### src/rtl/ysyx_24070017_pkg.sv
// Shared opcode constants and instruction-format encoding for the NPC decode stage.
package ysyx_24070017_pkg;

  localparam logic [6:0] OP_LUI     = 7'b0110111;
  localparam logic [6:0] OP_AUIPC   = 7'b0010111;
  localparam logic [6:0] OP_JAL     = 7'b1101111;
  localparam logic [6:0] OP_JALR    = 7'b1100111;
  localparam logic [6:0] OP_BRANCH  = 7'b1100011;
  localparam logic [6:0] OP_LOAD    = 7'b0000011;
  localparam logic [6:0] OP_STORE   = 7'b0100011;
  localparam logic [6:0] OP_IMM     = 7'b0010011;
  localparam logic [6:0] OP_IMM32   = 7'b0011011;
  localparam logic [6:0] OP         = 7'b0110011;
  localparam logic [6:0] OP32       = 7'b0111011;
  localparam logic [6:0] OP_SYSTEM  = 7'b1110011;
  localparam logic [6:0] OP_MISCMEM = 7'b0001111;

  typedef enum logic [2:0] {
    FMT_R   = 3'd0,
    FMT_I   = 3'd1,
    FMT_S   = 3'd2,
    FMT_B   = 3'd3,
    FMT_U   = 3'd4,
    FMT_J   = 3'd5,
    FMT_ILL = 3'd7
  } fmt_e;

endpackage

### src/rtl/ysyx_24070017_idu_dec.sv
// Pure combinational RISC-V decoder: fields, format class, sign-extended immediate.
// Optional macro YSYX_24070017_RVE_EN rejects register indices >= 16.
module ysyx_24070017_idu_dec
  import ysyx_24070017_pkg::*;
#(
  parameter int unsigned XLEN = 32
) (
  input  logic [31:0]     inst,
  output logic [6:0]      opcode,
  output logic [4:0]      rd,
  output logic [4:0]      rs1,
  output logic [4:0]      rs2,
  output logic [2:0]      funct3,
  output logic [6:0]      funct7,
  output fmt_e            fmt,
  output logic [XLEN-1:0] imm,
  output logic            rd_we,
  output logic            illegal
);

  fmt_e               base_fmt;
  logic               rve_bad;
  logic signed [31:0] imm32;

  assign opcode = inst[6:0];
  assign rd     = inst[11:7];
  assign rs1    = inst[19:15];
  assign rs2    = inst[24:20];
  assign funct3 = inst[14:12];
  assign funct7 = inst[31:25];

  always_comb begin
    base_fmt = FMT_ILL;
    if (inst[1:0] == 2'b11) begin
      case (inst[6:0])
        OP_LUI, OP_AUIPC:                                   base_fmt = FMT_U;
        OP_JAL:                                             base_fmt = FMT_J;
        OP_JALR, OP_LOAD, OP_IMM, OP_SYSTEM, OP_MISCMEM:    base_fmt = FMT_I;
        OP_STORE:                                           base_fmt = FMT_S;
        OP_BRANCH:                                          base_fmt = FMT_B;
        OP:                                                 base_fmt = FMT_R;
        OP32:      if (XLEN == 64)                          base_fmt = FMT_R;
        OP_IMM32:  if (XLEN == 64)                          base_fmt = FMT_I;
        default:                                            base_fmt = FMT_ILL;
      endcase
    end
  end

  always_comb begin
    rve_bad = 1'b0;
`ifdef YSYX_24070017_RVE_EN
    case (base_fmt)
      FMT_R:        rve_bad = rd[4] | rs1[4] | rs2[4];
      FMT_I:        rve_bad = rd[4] | rs1[4];
      FMT_S, FMT_B: rve_bad = rs1[4] | rs2[4];
      FMT_U, FMT_J: rve_bad = rd[4];
      default:      rve_bad = 1'b0;
    endcase
`endif
  end

  assign fmt     = rve_bad ? FMT_ILL : base_fmt;
  assign illegal = (fmt == FMT_ILL);
  assign rd_we   = (fmt == FMT_R || fmt == FMT_I || fmt == FMT_U || fmt == FMT_J)
                   && (rd != 5'd0) && !illegal;

  always_comb begin
    imm32 = '0;
    case (fmt)
      FMT_I:   imm32 = {{20{inst[31]}}, inst[31:20]};
      FMT_S:   imm32 = {{20{inst[31]}}, inst[31:25], inst[11:7]};
      FMT_B:   imm32 = {{19{inst[31]}}, inst[31], inst[7], inst[30:25], inst[11:8], 1'b0};
      FMT_U:   imm32 = {inst[31:12], 12'b0};
      FMT_J:   imm32 = {{11{inst[31]}}, inst[31], inst[19:12], inst[20], inst[30:21], 1'b0};
      default: imm32 = '0;
    endcase
  end

  // imm32 is signed, so the cast sign-extends to XLEN for RV64.
  assign imm = XLEN'(imm32);

endmodule

### src/rtl/ysyx_24070017_idu_stage.sv
// Registered decode stage between IFU and EXU with a one-entry skid buffer.
// Optional macro YSYX_24070017_RVE_EN (consumed by the decoder) selects RV32E/RV64E.
module ysyx_24070017_idu_stage
  import ysyx_24070017_pkg::*;
#(
  parameter int unsigned XLEN              = 32,
  parameter int unsigned RESET_PC_DONTCARE = 1
) (
  input  logic            clk,
  input  logic            rst_n,
  input  logic            flush,
  input  logic            in_valid,
  output logic            in_ready,
  input  logic [31:0]     in_inst,
  input  logic [XLEN-1:0] in_pc,
  output logic            out_valid,
  input  logic            out_ready,
  output logic [XLEN-1:0] out_pc,
  output logic [6:0]      out_opcode,
  output logic [4:0]      out_rd,
  output logic [4:0]      out_rs1,
  output logic [4:0]      out_rs2,
  output logic [2:0]      out_funct3,
  output logic [6:0]      out_funct7,
  output logic [XLEN-1:0] out_imm,
  output logic [2:0]      out_fmt,
  output logic            out_rd_we,
  output logic            out_illegal
);

  typedef struct packed {
    logic [XLEN-1:0] pc;
    logic [6:0]      opcode;
    logic [4:0]      rd;
    logic [4:0]      rs1;
    logic [4:0]      rs2;
    logic [2:0]      funct3;
    logic [6:0]      funct7;
    logic [XLEN-1:0] imm;
    logic [2:0]      fmt;
    logic            rd_we;
    logic            illegal;
  } bundle_t;

  bundle_t in_b, out_q, skid_q;
  fmt_e    dec_fmt;
  logic    skid_valid;
  logic    in_fire, load_out;
  logic    out_valid_d, skid_valid_d;

  ysyx_24070017_idu_dec #(.XLEN(XLEN)) u_dec (
    .inst    (in_inst),
    .opcode  (in_b.opcode),
    .rd      (in_b.rd),
    .rs1     (in_b.rs1),
    .rs2     (in_b.rs2),
    .funct3  (in_b.funct3),
    .funct7  (in_b.funct7),
    .fmt     (dec_fmt),
    .imm     (in_b.imm),
    .rd_we   (in_b.rd_we),
    .illegal (in_b.illegal)
  );

  assign in_b.pc  = in_pc;
  assign in_b.fmt = dec_fmt;

  assign in_fire  = in_valid && in_ready;
  assign load_out = !out_valid || out_ready;

  always_comb begin
    out_valid_d  = out_valid;
    skid_valid_d = skid_valid;
    if (flush) begin
      out_valid_d  = 1'b0;
      skid_valid_d = 1'b0;
    end else if (load_out) begin
      // in_ready is low whenever the skid is full, so only one source can be live.
      out_valid_d  = skid_valid || in_fire;
      skid_valid_d = 1'b0;
    end else begin
      out_valid_d  = 1'b1;
      skid_valid_d = skid_valid || in_fire;
    end
  end

  always_ff @(posedge clk or negedge rst_n) begin
    if (!rst_n) begin
      out_valid  <= 1'b0;
      skid_valid <= 1'b0;
      in_ready   <= 1'b1;
    end else begin
      out_valid  <= out_valid_d;
      skid_valid <= skid_valid_d;
      in_ready   <= !skid_valid_d;
    end
  end

  generate
    if (RESET_PC_DONTCARE != 0) begin : g_data_noreset
      always_ff @(posedge clk) begin
        if (load_out) out_q <= skid_valid ? skid_q : in_b;
        if (!load_out && in_fire) skid_q <= in_b;
      end
    end else begin : g_data_reset
      always_ff @(posedge clk or negedge rst_n) begin
        if (!rst_n) begin
          out_q  <= '0;
          skid_q <= '0;
        end else begin
          if (load_out) out_q <= skid_valid ? skid_q : in_b;
          if (!load_out && in_fire) skid_q <= in_b;
        end
      end
    end
  endgenerate

  assign out_pc      = out_q.pc;
  assign out_opcode  = out_q.opcode;
  assign out_rd      = out_q.rd;
  assign out_rs1     = out_q.rs1;
  assign out_rs2     = out_q.rs2;
  assign out_funct3  = out_q.funct3;
  assign out_funct7  = out_q.funct7;
  assign out_imm     = out_q.imm;
  assign out_fmt     = out_q.fmt;
  assign out_rd_we   = out_q.rd_we;
  assign out_illegal = out_q.illegal;

endmodule
### config.mk
export PLATFORM = sky130hd
export DESIGN_NAME = ysyx_24070017_idu_stage
export DESIGN_NICKNAME = d
export VERILOG_FILES = /design/src/rtl/ysyx_24070017_pkg.sv /design/src/rtl/ysyx_24070017_idu_dec.sv /design/src/rtl/ysyx_24070017_idu_stage.sv
export SDC_FILE = /design/constraint.sdc
export NUM_CORES = 1
export LEC_CHECK = 0
export BUFFER_PORTS_ARGS = -buffer_cell sky130_fd_sc_hd__buf_2
export CORE_MARGIN = 2
export CORE_UTILIZATION = 57
export CTS_BUF_LIST = sky130_fd_sc_hd__clkbuf_2
export DETAILED_ROUTE_END_ITERATION = 10
export HOLD_SLACK_MARGIN = 0.03
export PLACE_DENSITY = 0.83
export SYNTH_ARGS = -nofsm -noshare
export SYNTH_HDL_FRONTEND = slang
export SYNTH_SLANG_ARGS = --single-unit
### constraint.sdc
create_clock -name clk -period 8.7 [get_ports clk]
set_input_delay 0.435 -clock clk [delete_from_list [all_inputs] [get_ports clk]]
set_output_delay 0.435 -clock clk [all_outputs]
set_load 0.1 [all_outputs]
==> results.cfg <==
[run_status]
outcome = completed

[grt]
grt_overflow_total = 0
grt_max_degree = 104
grt_pass1_wl_mm = 26.75
antenna_found_initial = 0
grt_pass1_vias = 5264
track_usage_pct = 23.02

[yosys]
syn_area_mm2 = 0.008223
synth_seq_cells = 205
synthCells = 516
syn_nets = 585
ys_types = 46
yosysSeqAreaShare_pct = 74.70
yosysWarnings = 0
synth.avg_cell_area_um2 = 15.94

[layout]
nNetsFinal = 851
regArea_mm2 = 0.006146
area_growth_pct = 25.33
final_cell_count_no_fill = 998
multi_input_area_mm2 = 0.001939
fill_cells = 916
drive_gt1_share_pct = 40.83
n_antenna_cell = 0

[detailed_routing]
drc_errors = 0
via_per_inst = 5.321
vias = 5310
first_pass_iters = 5
finalWirelength_mm = 17.62
avgRoutedWirePerCell_um = 17.65
ant_nets = 0
drt_iter0_markers = 401

[timing]
hold_violations = 0
finalCritPeriodShare_pct = 31.92
worst_slack_ns = 5.923
holdWs_ns = 0.1417
tightest_slew_ns = 1.158
slew_headroom_pct = 22.27
final_max_slew_viol_count = 0
period_needed_ns = 2.777
clock_skew_ns = 0.02829
rsz0062_at_grt = false
setup_viol = 0
fmax_mhz = 360.1
fin_tns_setup_ns = 0

[placed_design]
port_buffers = 171
place.gp.congestion = 0.8225
pre_cts_ws_ns = 5.690
dp_hpwl_mm = 10.55
dp.cells = 842

[critical_path]
cpPeakStageDelay_ns = 0.83
crit_fanout = 71
critPathArrivalTime_ns = 3.14
slowest_stage = buf_4
critPathRequiredTime_ns = 9.06
end_kind = register
cp_cell_sequence = nand2b_4, nor2_4, buf_4
worstSetupPathType = register to register
crit_path_start_kind = register

[power_and_ir_drop]
ir_drop_v = 0.0001171
pwr_density_cell_mw_per_mm2 = 210.8
p_leak_uw = 0.004115

[clock_network]
clockBufferDepth = 3
clkLatencyLatePin_ns = 0.76
ctsResizeCount = 0
htreeDepth = 2
cts_tree = done
numClockSinks = 205
root_buffer = clkbuf_2
numCtsBuffers = 50
cts.clk_slew.worst_paths_ns = 0.11

[floorplanning]
die_w_um = 124.1
dieArea_mm2 = 0.01540
placeableCoreArea_mm2 = 0.01399
rows = 43
ioPinCount = 172
start_util_pct = 58.78
die_h_um = 124.1

[hold_path]
hold_class = primary input to register

[run]
cap_violations = 0
-- cells in the final DEF (no fill, tap or decap), types with 3 or more instances in the layout --
cell type,instances
o21ai_1,3
nor2_1,7
o21ai_0,13
edfxtp_1,202
clkbuf_2,69
buf_2,171
nor3_1,3
mux2_2,65
and3_1,8
buf_4,4
a22o_1,4
nand2b_1,8
clkinv_1,17
dlygate4sd3_1,68
a21oi_1,30
a21oi_2,10
or3_1,3
a21o_1,3
nor2b_1,23
nand2_1,68
-- through the flow --
stage | power [uW] | cell area [um^2] | util, %
floorplan | 1513 | 8223 | -
global placement | 1580 | 9208 | 65.82
detailed placement | 1586 | 9208 | 65.82
CTS | 2191 | 10310 | 73.68
global route | 2265 | 10310 | 73.68
finish | 2173 | 10310 | 73.68
-- where the power goes --
group	internal (uW)	total [uW]	switching, uW
sequential	1140	1160	15.3
clock	214	584	370
combinational	82.4	433	351
-- metal layers --
metal	vias to the layer above	track usage, %	routed length (um)
li1	2506	-	-
met1	2556	29.75	7185
met2	225	38.08	8843
met3	23	6.136	1307
met4	0	7.654	283
met5	-	0	0
-- cell type report --
class	count	area share [%]
repair buffers	243	15.20
well taps	180	2.185
multi-input cells	279	18.82
flip-flops and latches	205	59.63
clock buffers	69	3.351
clock inverters	19	0.7041
inverters	3	0.1093
-- critical path, delay by kind of cell (launching register included) --
family | cells | cell delay [ns]
flip-flops | 1 | 0.40
buffers and inverters | 1 | 0.83
AND/OR/NAND/NOR | 2 | 1.08
-- cell usage after synthesis, drive strengths merged --
cell	n	area (um^2)
a211oi	1	7.510
a21boi	1	7.510
a21o	3	22.52
a21oi	42	270.3
a22o	4	35.03
a31oi	1	6.260
and2	1	6.260
and3	8	50.05
buf	15	92.59
clkbuf	14	52.55
dfrtp	2	50.05
dfstp	1	26.28
edfxtp	202	6066
inv	3	11.26
maj3	1	10.01
mux2	65	732.0
mux2i	1	10.01
nand2	69	261.5
nand2b	9	56.30
nand3	2	10.01
nand3b	2	15.01
nor2	8	30.03
nor2b	23	143.9
nor3	4	31.28
nor4	1	12.51
o211ai	2	15.01
o21a	3	23.77
o21ai	16	80.07
o21bai	1	7.510
o31a	1	8.760
o31ai	1	7.510
or2	3	18.77
or3	3	18.77
or3b	1	11.26
or4	2	15.01
-- worst paths after layout --
| path | end | startpoint | cells past startpoint | slack, ns |
|---|---|---|---|---|
| min in group asynchronous | in_ready | rst_n | 2 | 0.15 |
| worst max-delay path | skid_q[15] | out_valid | 3 | 5.92 |
| worst max register to register | skid_q[15] | out_valid | 3 | 5.92 |
| worst min register to register | out_funct7[1] | skid_q[38] | 2 | 0.52 |
| worst min-delay path | in_ready | in_valid | 3 | 0.14 |
| max in group asynchronous | skid_valid | rst_n | 3 | 8.01 |
-- cells by family (layout without fill, tap and decap cells) --
kind of cell    after synthesis  count (layout)  share of synthesized area [%]
compound gates               76              76                          5.980
fa+ha+maj                     1               1                         0.1217
buf+inv                      32             334                          1.902
flops                       205             205                          74.70
mux                          66              66                          9.023
simple gates                136             136                          8.278
-- repair_timing --
action                                  CTS  global route
hold endpoints to repair                158             0
setup buffers                             0             0
endpoints found under the setup margin    0             0
hold buffers                             68             0
-- registers in the layout, indices dropped and copies added (netlist names) --
signal,flops
out_fmt,3
out_rd_we,1
out_valid,1
out_rs1,5
skid_q,101
out_funct7,7
out_funct3,3
out_rs2,5
out_illegal,1
in_ready,1
out_opcode,7
skid_valid,1
out_rd,5
out_imm,32
out_pc,32
(Power assumes the default switching activity.)
